**src/rtl/sr_ctrl_pkg.sv**
```systemverilog
// Shared definitions for the gated SR latch bank controller.
//   sr_state_t : sequencing FSM states
//   OP_*       : command opcodes (set / clear)
//   SRC_*      : requester identifiers reported on done_src
//   max_int    : elaboration-time helper for sizing counters
package sr_ctrl_pkg;

  typedef enum logic [2:0] {
    IDLE   = 3'd0,
    SETUP  = 3'd1,
    PULSE  = 3'd2,
    HOLD   = 3'd3,
    SETTLE = 3'd4,
    CHECK  = 3'd5
  } sr_state_t;

  localparam logic OP_SET = 1'b1;
  localparam logic OP_CLR = 1'b0;

  localparam logic SRC_A = 1'b0;
  localparam logic SRC_B = 1'b1;

  function automatic int max_int(input int a, input int b);
    return (a > b) ? a : b;
  endfunction

endpackage

```
**src/rtl/rr_arb2.sv**
```systemverilog
// Two-way round-robin arbiter.
//   clk, rst : clock and synchronous active-high reset
//   req      : request vector, bit 0 = A, bit 1 = B
//   advance  : a granted handshake completed this cycle
//   grant    : one-hot (or zero) combinational grant
// When both request, the side not served last wins; after reset A wins.
module rr_arb2 (
  input  logic       clk,
  input  logic       rst,
  input  logic [1:0] req,
  input  logic       advance,
  output logic [1:0] grant
);

  // High when B was the most recently served requester.
  logic last_b;

  always_ff @(posedge clk) begin
    if (rst) begin
      last_b <= 1'b1;
    end else if (advance) begin
      last_b <= grant[1];
    end
  end

  always_comb begin
    grant    = 2'b00;
    grant[0] = req[0] & (~req[1] | last_b);
    grant[1] = req[1] & (~req[0] | ~last_b);
  end

endmodule

```
**src/rtl/sr_latch_ctrl.sv**
```systemverilog
// Controller for a bank of N gated SR latches.
//   a_valid/a_op/a_idx/a_ready : requester A command handshake (op 1=set)
//   b_valid/b_op/b_idx/b_ready : requester B command handshake
//   latch_s/latch_r/latch_en   : per-latch S, R and gate drives (registered)
//   q_in                       : latch Q readback
//   busy                       : FSM not idle
//   done/done_src/err          : completion pulse, its requester, its status
//   err_sticky                 : any err since reset
// Each command runs SETUP -> PULSE -> HOLD -> SETTLE -> CHECK; an index
// beyond the bank skips straight to CHECK and reports err.
module sr_latch_ctrl
  import sr_ctrl_pkg::*;
#(
  parameter int N          = 4,
  parameter int PULSE_CYC  = 2,
  parameter int SETTLE_CYC = 1,
  localparam int IDX_W     = (N > 1) ? $clog2(N) : 1
) (
  input  logic             clk,
  input  logic             rst,
  input  logic             a_valid,
  input  logic             a_op,
  input  logic [IDX_W-1:0] a_idx,
  output logic             a_ready,
  input  logic             b_valid,
  input  logic             b_op,
  input  logic [IDX_W-1:0] b_idx,
  output logic             b_ready,
  output logic [N-1:0]     latch_s,
  output logic [N-1:0]     latch_r,
  output logic [N-1:0]     latch_en,
  input  logic [N-1:0]     q_in,
  output logic             busy,
  output logic             done,
  output logic             done_src,
  output logic             err,
  output logic             err_sticky
);

  localparam int CNT_MAX = max_int(PULSE_CYC, SETTLE_CYC);
  localparam int CNT_W   = (CNT_MAX > 1) ? $clog2(CNT_MAX) : 1;
  localparam logic [IDX_W:0] N_LIM = (IDX_W + 1)'(N);

  sr_state_t        state, state_nxt;
  logic [CNT_W-1:0] cnt, cnt_nxt;

  logic [1:0]       grant;
  logic             accept;
  logic             sel_op, sel_src, sel_bad;
  logic [IDX_W-1:0] sel_idx;

  logic             cmd_op, cmd_src, cmd_bad;
  logic [IDX_W-1:0] cmd_idx;

  // Command as seen by the cycle being entered (fresh on accept).
  logic             op_n, src_n, bad_n, q_bit;
  logic [IDX_W-1:0] idx_n;

  logic [N-1:0]     s_nxt, r_nxt, en_nxt;
  logic             done_nxt, err_nxt;

  rr_arb2 u_arb (
    .clk     (clk),
    .rst     (rst),
    .req     ({b_valid, a_valid}),
    .advance (accept),
    .grant   (grant)
  );

  assign a_ready = (state == IDLE) & grant[0];
  assign b_ready = (state == IDLE) & grant[1];
  assign accept  = a_ready | b_ready;

  assign sel_src = grant[1];
  assign sel_op  = grant[1] ? b_op  : a_op;
  assign sel_idx = grant[1] ? b_idx : a_idx;
  assign sel_bad = ({1'b0, sel_idx} >= N_LIM);

  assign op_n  = accept ? sel_op  : cmd_op;
  assign src_n = accept ? sel_src : cmd_src;
  assign bad_n = accept ? sel_bad : cmd_bad;
  assign idx_n = accept ? sel_idx : cmd_idx;

  // Command register: data only, qualified by accept.
  always_ff @(posedge clk) begin
    if (accept) begin
      cmd_op  <= sel_op;
      cmd_src <= sel_src;
      cmd_bad <= sel_bad;
      cmd_idx <= sel_idx;
    end
  end

  always_ff @(posedge clk) begin
    if (rst) begin
      state <= IDLE;
      cnt   <= '0;
    end else begin
      state <= state_nxt;
      cnt   <= cnt_nxt;
    end
  end

  always_comb begin
    state_nxt = state;
    cnt_nxt   = cnt;
    unique case (state)
      IDLE: begin
        if (accept) begin
          state_nxt = sel_bad ? CHECK : SETUP;
        end
      end
      SETUP: begin
        state_nxt = PULSE;
        cnt_nxt   = CNT_W'(PULSE_CYC - 1);
      end
      PULSE: begin
        if (cnt == '0) begin
          state_nxt = HOLD;
        end else begin
          cnt_nxt = cnt - 1'b1;
        end
      end
      HOLD: begin
        state_nxt = SETTLE;
        cnt_nxt   = CNT_W'(SETTLE_CYC - 1);
      end
      SETTLE: begin
        if (cnt == '0) begin
          state_nxt = CHECK;
        end else begin
          cnt_nxt = cnt - 1'b1;
        end
      end
      CHECK:   state_nxt = IDLE;
      default: state_nxt = IDLE;
    endcase
  end

  // Outputs are decoded from the state being entered so that the
  // registered lines line up with the FSM state cycle for cycle.
  always_comb begin
    s_nxt    = '0;
    r_nxt    = '0;
    en_nxt   = '0;
    q_bit    = 1'b0;
    done_nxt = (state_nxt == CHECK);
    if (!bad_n) begin
      q_bit = q_in[idx_n];
      if (state_nxt inside {SETUP, PULSE, HOLD}) begin
        s_nxt[idx_n] = op_n;
        r_nxt[idx_n] = ~op_n;
      end
      if (state_nxt == PULSE) begin
        en_nxt[idx_n] = 1'b1;
      end
    end
    err_nxt = done_nxt & (bad_n | (q_bit != op_n));
  end

  always_ff @(posedge clk) begin
    if (rst) begin
      latch_s    <= '0;
      latch_r    <= '0;
      latch_en   <= '0;
      busy       <= 1'b0;
      done       <= 1'b0;
      done_src   <= SRC_A;
      err        <= 1'b0;
      err_sticky <= 1'b0;
    end else begin
      latch_s    <= s_nxt;
      latch_r    <= r_nxt;
      latch_en   <= en_nxt;
      busy       <= (state_nxt != IDLE);
      done       <= done_nxt;
      err        <= err_nxt;
      err_sticky <= err_sticky | err_nxt;
      if (done_nxt) begin
        done_src <= src_n;
      end
    end
  end

endmodule

```
**config.mk**
```make
export PLATFORM = sky130hd
export DESIGN_NAME = sr_latch_ctrl
export DESIGN_NICKNAME = d
export VERILOG_FILES = /design/src/rtl/sr_ctrl_pkg.sv /design/src/rtl/rr_arb2.sv /design/src/rtl/sr_latch_ctrl.sv
export SDC_FILE = /design/constraint.sdc
export NUM_CORES = 1
export LEC_CHECK = 0
export CAP_MARGIN = 40
export CORE_ASPECT_RATIO = 1.1
export CORE_MARGIN = 3
export CORE_UTILIZATION = 48
export DETAILED_ROUTE_END_ITERATION = 6
export HOLD_SLACK_MARGIN = 0.05
export PLACE_DENSITY = 0.81
export SLEW_MARGIN = 20
export SYNTH_ARGS = -nofsm -noshare
export SYNTH_HDL_FRONTEND = slang
export SYNTH_SLANG_ARGS = --single-unit
```
**constraint.sdc**
```tcl
create_clock -name clk -period 3.8 [get_ports clk]
set_input_delay 1.14 -clock clk [delete_from_list [all_inputs] [get_ports clk]]
set_output_delay 1.14 -clock clk [all_outputs]
set_load 0.005 [all_outputs]
```
Yosys cells after proc, flatten, opt, wreduce, memory -nomap -nowiden
Index checks and enable logic that the tools add are counted.

Bits of input ports: 14. Output and inout bits: 19. Register bits after elaboration: 27. Word-level logic and storage cells: 70.

Bitwise logic cells: 18. Reduce and logical (&&, ||, !) cells: 8. Mux-type cells: 17. Equal/unequal tests: 9. Magnitude comparators: 2. $add $sub $neg: 1.

Operators with widths (number): $pmux 3 s5 (1); $eq 3x2->1 const B (4); $mux 3 (3); $reduce_bool 3->1 (3); $and 4x4->4 (2); $mux 1 (8); $eq 3x1->1 const B (2); $eq 3x3->1 const B (2); $not 1->1 (6); $reduce_or 3->1 (2); $and 1x1->1 (5); $or 1x1->1 (5); $mux 2 (2); $logic_not 3->1 (1); $lt 2x3->1 const B (1); $pmux 1 s3 (1); $bmux 1 s2 (1); $demux 1 s2 (1); $ge 2x1->1 const B (1); $reduce_or 2->1 (1); $logic_and 1x1->1 (1); $ne 1x1->1 (1); $sub 1x1->1 const B (1).

Depth between registers and ports, before layout
Gate-level depths: netlist (run 1).

Depth after elaboration: 13. Depth in mapped cells: 7.

Hierarchy
A second synthesis (run 1) with hierarchy kept.

Cells, all modules: 120. Area total of the unflattened synthesis: 1106.1 um2.

Modules (own cells, without submodules): sr_latch_ctrl (seq. area each 520.5 um2, area each 1052.3 um2, instances 1, cells each 114); rr_arb2 (seq. area each 20.0 um2, area each 53.8 um2, instances 1, cells each 6).

Worst setup path after synthesis (run 1)
Ideal clock, no wire load.

Kind: input to register. Start: in b_valid. End: reg err. Path slack: 1.090 ns. Arrival: 2.588 ns. Data required time: 3.679 ns. Library setup time: 0.121 ns. Buffers on the path: 0. Stages: 6. Cell sequence: a21boi_2 > mux2_4 > mux2_4 > mux4_2 > xnor2_1 > a21oi_1.

Longest elaborated chain between the ends: 12.

RTL lines: from (decl) (line sr_latch_ctrl.sv:25) `input logic b_valid,`; $not 1->1 (line rr_arb2.sv:28) `grant[0] = req[0] & (~req[1] | last_b);`; $or 1x1->1 (line rr_arb2.sv:28); $and 1x1->1 (line rr_arb2.sv:28); $and 1x1->1 (line sr_latch_ctrl.sv:70) `assign a_ready = (state == IDLE) & grant[0];`; $or 1x1->1 (line sr_latch_ctrl.sv:72) `assign accept = a_ready | b_ready;`; $mux 2 *; via idx_n[1] (line sr_latch_ctrl.sv:57) `logic [IDX_W-1:0] idx_n;`; $bmux 1 s2 * (line sr_latch_ctrl.sv:149) `q_bit = q_in[idx_n];`; $mux 1 (implied by the code) * (line sr_latch_ctrl.sv:149); $mux 1 *; $ne 1x1->1 * (line sr_latch_ctrl.sv:158) `err_nxt = done_nxt & (bad_n | (q_bit != op_n));`; $or 1x1->1 *; $and 1x1->1 * (line sr_latch_ctrl.sv:158); to (signal assigned) (line sr_latch_ctrl.sv:177) `err <= err_nxt;`; to (decl) (line sr_latch_ctrl.sv:36) `output logic err,`.

The timed path passes the listed nets; every way through them passes the cells marked *. The select of a mux whose other input is x is not followed. A chain may end at the register's enable or synchronous reset.

Final worst setup path (run 1)
Start: in b_valid. End: out b_ready.

Longest elaborated chain between the ends: 2.

RTL lines: $and 1x1->1 (line rr_arb2.sv:29) `grant[1] = req[1] & (~req[0] | ~last_b);`; $and 1x1->1 (line sr_latch_ctrl.sv:71) `assign b_ready = (state == IDLE) & grant[1];`; to (decl) (line sr_latch_ctrl.sv:28) `output logic b_ready,`.

No other way between the ends.

==> metrics, run 1 <==
# diodes=0; Cell Area, Synth=0.00103 mm^2; Net Count, Synth=approximately 120; Vias=slightly below 900; most common flop cell mapped by yosys=dfxtp_1; Sum Neg Setup Slack=0 ns; CP Max Fanout=6; die area=between 0.002 and 0.003 mm^2; RSZ-0062 raised after global routing=no; Critical Path RT=roughly 2.7 ns; Longest Clk Path Bufs=2; worst hold path type=reg2reg; # fillers=158; setup violators final=0; register area=approximately 540 um^2; CP arrival=around 2.6 ns; Non-Filler Instances=~170; H-tree depth=1; ys async rst share=0%; skew final=approximately 0.0027 ns; CTS tree=yes; Max Slew Vio Count=0; clock-pin slew on the worst setup and hold paths=0.14 ns; sw frac=31.8%; Vias per Instance=5.05; CTS Buf Count=3; CP delay by family, top=buffers and inverters; CP Launch Type=input port; detailed placement HPWL=1750 um; Die H=roughly 55 um; proportion of power drawn by combinational gates=around a third; register area share after synthesis=between 50% and 60%; drt first pass iters=4; Final ANT Viol Nets=0; pwr/cell area=roughly 520 mW/mm^2; number of synthesized register bits=27; vias in the first global route=836; FMAX=roughly 0.27 GHz; Die W=slightly above 50 um; first-iteration detailed-routing DRC count=9; Nets=about 160; Worst IR Drop VDD=0.370 mV; Core Area=a little over 0.002 mm^2; Post-CTS Hold Fix Bufs=0; Net Sw Power=between 0.0002 and 0.00025 W; GRT overflow=0; Layout Utilization=between 70% and 80%; status=finished, final reports clean; leak pwr=0.598 nW; global-route wire length before repair=between 3000 and 4000 um; Synth cell types=31; total internal power=around 0.00051 W; Worst Setup End Kind=output port; WP buf/inv=2; area post-placement=around 0.0014 mm^2; worst skew pair latency=0.33 ns; clock share of power=about 17%; GP Congestion=just under 0.8; Worst path most repeated cell=clkdlybuf4s50_1; Multi-input gate area=459 um^2; CP max-delay cell=clkdlybuf4s50_1; Reg power frac=48.3%; Inst Count DP=between 150 and 200; antenna violations before repair=0; routed len/inst=~13 um; final wirelength=2190 um; Port Buffers=32; final instance area=approximately 0.0014 mm^2; period utilization=a little over nine tenths; max cap viols=0; GR Util All Layers=17.8%; Post-synth EDFFs=0; DRC=0; Root Driver=clkbuf_4; share of cells above drive strength 1=under 10%; Top-Level Pins=33; class of the most critical setup path=in2out; Setup Buffers After CTS=0; Final min period=roughly 3.7 ns; Final Hold Vio Count=0; Syn Area/Cell=9.41 um^2; Worst path max stage delay=0.55 ns; CTS sink cnt=27; post-CTS sizing=0; Synth Instances=110; relative slew slack=76.6%; Starting Density=51.2%; Area Growth Syn to Fin=37.8%; Synth warnings=0; critical path, cell by cell=clkdlybuf4s50_1 > a21boi_2 > and2_1 > clkdlybuf4s50_1; Worst Max-Slew Pin Slew=around 0.35 ns; # rows=17; pin count of the biggest net entering global routing=17
-- final timing paths --
check                           startpoint  endpoint  slack, ns  cells past startpoint
worst max-delay path               b_valid   b_ready       0.09                      4
worst min register to register     cmd_src   cmd_src       0.47                      1
worst max register to register    state[2]       err       1.61                      6
worst min-delay path               cmd_src   cmd_src       0.47                      1
-- worst register-to-register path, delay by kind of cell, from the launching register on --
family                    cells  cell delay, ns
AOI/OAI and AO/OA             2            0.34
and+or+nand+nor               1            0.31
xor gates and xnor gates      1            0.22
DFF                           1            0.41
muxes                         2            0.82
-- routing by layer --
layer  track usage (%)  part of all wire, %
met5                 0                    0
met4              8.29                  1.8
met3              4.63                  4.9
met2              35.0                   55
met1              17.5                   39
-- placed cells by master (no fill, tap or decap), types with 2 or more instances in the layout --
master           Yosys  routed
a21o_1               2       2
o21ai_0              4       4
nor2b_1              5       5
nand2_1             14      14
a2bb2oi_1            2       2
nor2_1              16      16
xnor2_1              2       2
inv_1                7       7
buf_4                0       2
o21a_1               2       2
a21oi_1              6       6
clkdlybuf4s50_1      0      32
clkbuf_4             0       3
dfxtp_1             27      27
mux2_4               2       2
or3_1                3       3
-- registers in the layout, summed over array words and instances (netlist names), 2 cells and up --
| signal | count |
|---|---|
| cmd_idx | 2 |
| latch_en | 4 |
| latch_r | 4 |
| latch_s | 4 |
| state | 3 |
-- cells in the mapped netlist, types with 2 or more instances --
library cell / n / area (um^2)
nand2_1: 14 / 52.6
inv_1: 7 / 26.3
mux2_4: 2 / 30.0
nor2_1: 16 / 60.1
a2bb2oi_1: 2 / 17.5
or3_1: 3 / 18.8
o21ai_0: 4 / 20.0
xnor2_1: 2 / 17.5
a21o_1: 2 / 15.0
o21a_1: 2 / 15.0
a21oi_1: 6 / 30.0
nor2b_1: 5 / 31.3
dfxtp_1: 27 / 541
-- power groups by stage --
stage                     clock (W)  combinational [W]  sequential, W
after floorplan                   0           0.000164       0.000357
after global placement            0           0.000250       0.000362
after detailed placement          0           0.000258       0.000365
after CTS                  0.000130           0.000260       0.000358
after global routing       0.000141           0.000289       0.000363
final                      0.000126           0.000258       0.000358
-- cells by family after synthesis --
family                    synth area share (%)
and+or+nand+nor                           20.1
DFF                                       52.2
AOI/OAI and AO/OA                         16.6
buffers and inverters                     3.39
muxes                                     6.05
xor gates and xnor gates                  1.69
-- metrics by stage --
| stage | power [W] | hold WS (ns) | worst slack (ns) |
|---|---|---|---|
| after detailed placement | 0.000623 | 0.442 | 0.118 |
| final | 0.000742 | 0.471 | 0.0854 |
| after global routing | 0.000794 | 0.483 | 0.0123 |
| after CTS | 0.000748 | 0.475 | 0.0887 |
| after global placement | 0.000613 | 0.438 | 0.150 |
| after floorplan | 0.000521 | 0.423 | 1.09 |
-- layout make-up --
class	instances	share of cell area, %
clock buffers	3	1.58
repair buffers	34	23.5
well taps	28	2.46
flip-flops and latches	27	37.9
clock inverters	1	0.526
multi-input cells	74	32.2
inverters	7	1.84
Note: power is estimated with default switching activity, not from simulation.
==> inputs of run 2 (changes only) <==
--- a/config.mk
+++ b/config.mk
@@ -8,10 +8,11 @@
 export CAP_MARGIN = 40
 export CORE_ASPECT_RATIO = 1.1
 export CORE_MARGIN = 3
-export CORE_UTILIZATION = 48
+export CORE_UTILIZATION = 50
+export CTS_BUF_LIST = sky130_fd_sc_hd__clkbuf_8
 export DETAILED_ROUTE_END_ITERATION = 6
 export HOLD_SLACK_MARGIN = 0.05
-export PLACE_DENSITY = 0.81
+export PLACE_DENSITY = 0.83
 export SLEW_MARGIN = 20
 export SYNTH_ARGS = -nofsm -noshare
 export SYNTH_HDL_FRONTEND = slang
==> constraint.sdc (replaced) <==
create_clock -name clk -period 4.6 [get_ports clk]
set_input_delay 1.38 -clock clk [delete_from_list [all_inputs] [get_ports clk]]
set_output_delay 1.38 -clock clk [all_outputs]
set_load 0.005 [all_outputs]
==> run 2 against run 1 <==
Effect of this change: die area down 3.5%; combinational power down 19%; via count down 0.23%; non-clock buffer count down 2; highest routed layer unchanged; cell count down 1.7%; critical path type unchanged.
==> metrics, run 2 (synthesis results as in run 1) <==
CP delay by family, top=buffers and inverters; CP Max Fanout=6 (unchanged); GP Congestion=0.706 (-8.2%); pin count of the biggest net entering global routing=15 (-2); final wirelength=2300 um (+5.0%); Longest Clk Path Bufs=2 (unchanged); reg2reg setup slack=2.40 ns (+0.79 ns); Final min period=approximately 4.2 ns; worst skew pair latency=0.27 ns (-0.06 ns); die area=0.00265 mm^2 (-3.5%); DRC=0 (unchanged); pwr/cell area=445 mW/mm^2 (-14%); Sum Neg Setup Slack=0 ns (unchanged); Root Driver=clkbuf_8; H-tree depth=1 (unchanged); Non-Filler Instances=171 (-1.7%); CTS sink cnt=27 (unchanged); status=finished, final reports clean; class of the most critical setup path=in2out; Final Hold Vio Count=0 (unchanged); max cap viols=0 (unchanged); Critical Path RT=3.22 ns (+0.56 ns); antenna violations before repair=0 (unchanged); Port Buffers=32 (unchanged); skew final=0.000668 ns (-0.00199 ns); Vias=877 (-0.23%); global-route wire length before repair=3810 um (+5.5%); first-iteration detailed-routing DRC count=25 (+16); routed len/inst=13.5 um (+6.8%); most frequent cells in the layout=clkdlybuf4s50_1 (32), dfxtp_1 (27), nor2_1 (16); Worst path max stage delay=0.55 ns (about the same); Area Growth Syn to Fin=37.7% (about the same); CTS tree=yes; Starting Density=55.6% (+4.4 points); Die H=53.7 um (-1.8%); WP buf/inv=2 (unchanged); Worst Setup End Kind=output port; Nets=159 (-1.2%); Setup Buffers After CTS=0 (unchanged); Worst path most repeated cell=clkdlybuf4s50_1; worst hold path type=reg2reg; GRT overflow=0 (unchanged); CTS Buf Count=3 (unchanged); Vias per Instance=5.13 (+1.5%); Top-Level Pins=33 (unchanged); share of cells above drive strength 1=7.64% (-2.0 points); relative slew slack=54.9% (-22 points); post-CTS sizing=0 (unchanged); # rows=16 (-1); CP max-delay cell=clkdlybuf4s50_1; top flop regs=latch_en x4, latch_r x4, latch_s x4; vias in the first global route=846 (+1.2%); FMAX=between 0.2 and 0.25 GHz; Core Area=0.00186 mm^2 (-7.9%); GR Util All Layers=18.8% (+1.0 points); Inst Count DP=167 (-1.8%); detailed placement HPWL=1720 um (-1.5%); Post-CTS Hold Fix Bufs=0 (unchanged); Die W=49.4 um (-1.8%); clock-pin slew on the worst setup and hold paths=0.09 ns (-0.05 ns); leak pwr=0.601 nW (+0.52%); commonest non-fill, non-tap cell in the layout=clkdlybuf4s50_1; RSZ-0062 raised after global routing=no; critical path, cell by cell=clkdlybuf4s50_1 > a21boi_2 > and2_1 > clkdlybuf4s50_1; period utilization=92.2%; CP Launch Type=input port; # fillers=139 (-12%); drt first pass iters=4 (unchanged); # diodes=0 (unchanged); Worst IR Drop VDD=0.345 mV (-6.8%); CP arrival=2.86 ns (+0.29 ns); Worst Max-Slew Pin Slew=0.669 ns (+0.322 ns); Max Slew Vio Count=0 (unchanged); Final ANT Viol Nets=0 (unchanged); setup violators final=0 (unchanged)
[run 2: changes by cell type in the layout (fill, tap and decap cells not counted), sizes merged]
cell      before  now
buf            2    0
inv            7    8
clkinvlp       1    0
[run 2: path summary, 6_finish.rpt]
path | cells past startpoint | end | start
setup / recovery | 4 | b_ready | b_valid
hold / removal | 1 | cmd_src | cmd_src
setup reg to reg | 6 | err | state[2]
hold reg to reg | 1 | cmd_src | cmd_src
[run 2: cell type report]
cell class / count / area [um^2] / share of cell area [%]
Sequential cell: 27 / 541 / 37.9
Tap cell: 27 / 33.8 / 2.37
Multi-Input combinational cell: 74 / 459 / 32.2
Clock inverter: 1 / 3.75 / 0.263
Clock buffer: 3 / 41.3 / 2.90
Inverter: 7 / 26.3 / 1.84
Timing Repair Buffer: 32 / 320 / 22.5
[run 2: report_power, final]
group / internal [W] / switching [W]
sequential: 0.000272 / 0.0000240
clock: 0.0000598 / 0.0000695
combinational: 0.000108 / 0.0000998
[run 2: per-stage QoR]
stage / worst slack [ns] / hold WS (ns) / utilization, % / power, W / cell area, um^2
global route: 0.265 / 0.492 / 76.5 / 0.000674 / 1430
detailed placement: 0.349 / 0.443 / 74.1 / 0.000508 / 1380
global placement: 0.411 / 0.455 / 74.1 / 0.000499 / 1380
CTS: 0.344 / 0.463 / 76.5 / 0.000635 / 1430
finish: 0.359 / 0.459 / 76.5 / 0.000634 / 1430
floorplan: 1.49 / 0.423 / - / 0.000431 / 1030
[run 2: layer usage]
| layer | GRT usage (%) | part of all wire, % | vias to the layer above |
|---|---|---|---|
| li1 | - | - | 441 |
| met1 | 23.7 | 44 | 396 |
| met2 | 31.7 | 48 | 35 |
| met3 | 3.88 | 6.8 | 5 |
| met4 | 8.29 | 1.7 | 0 |
| met5 | 0 | 0 | - |
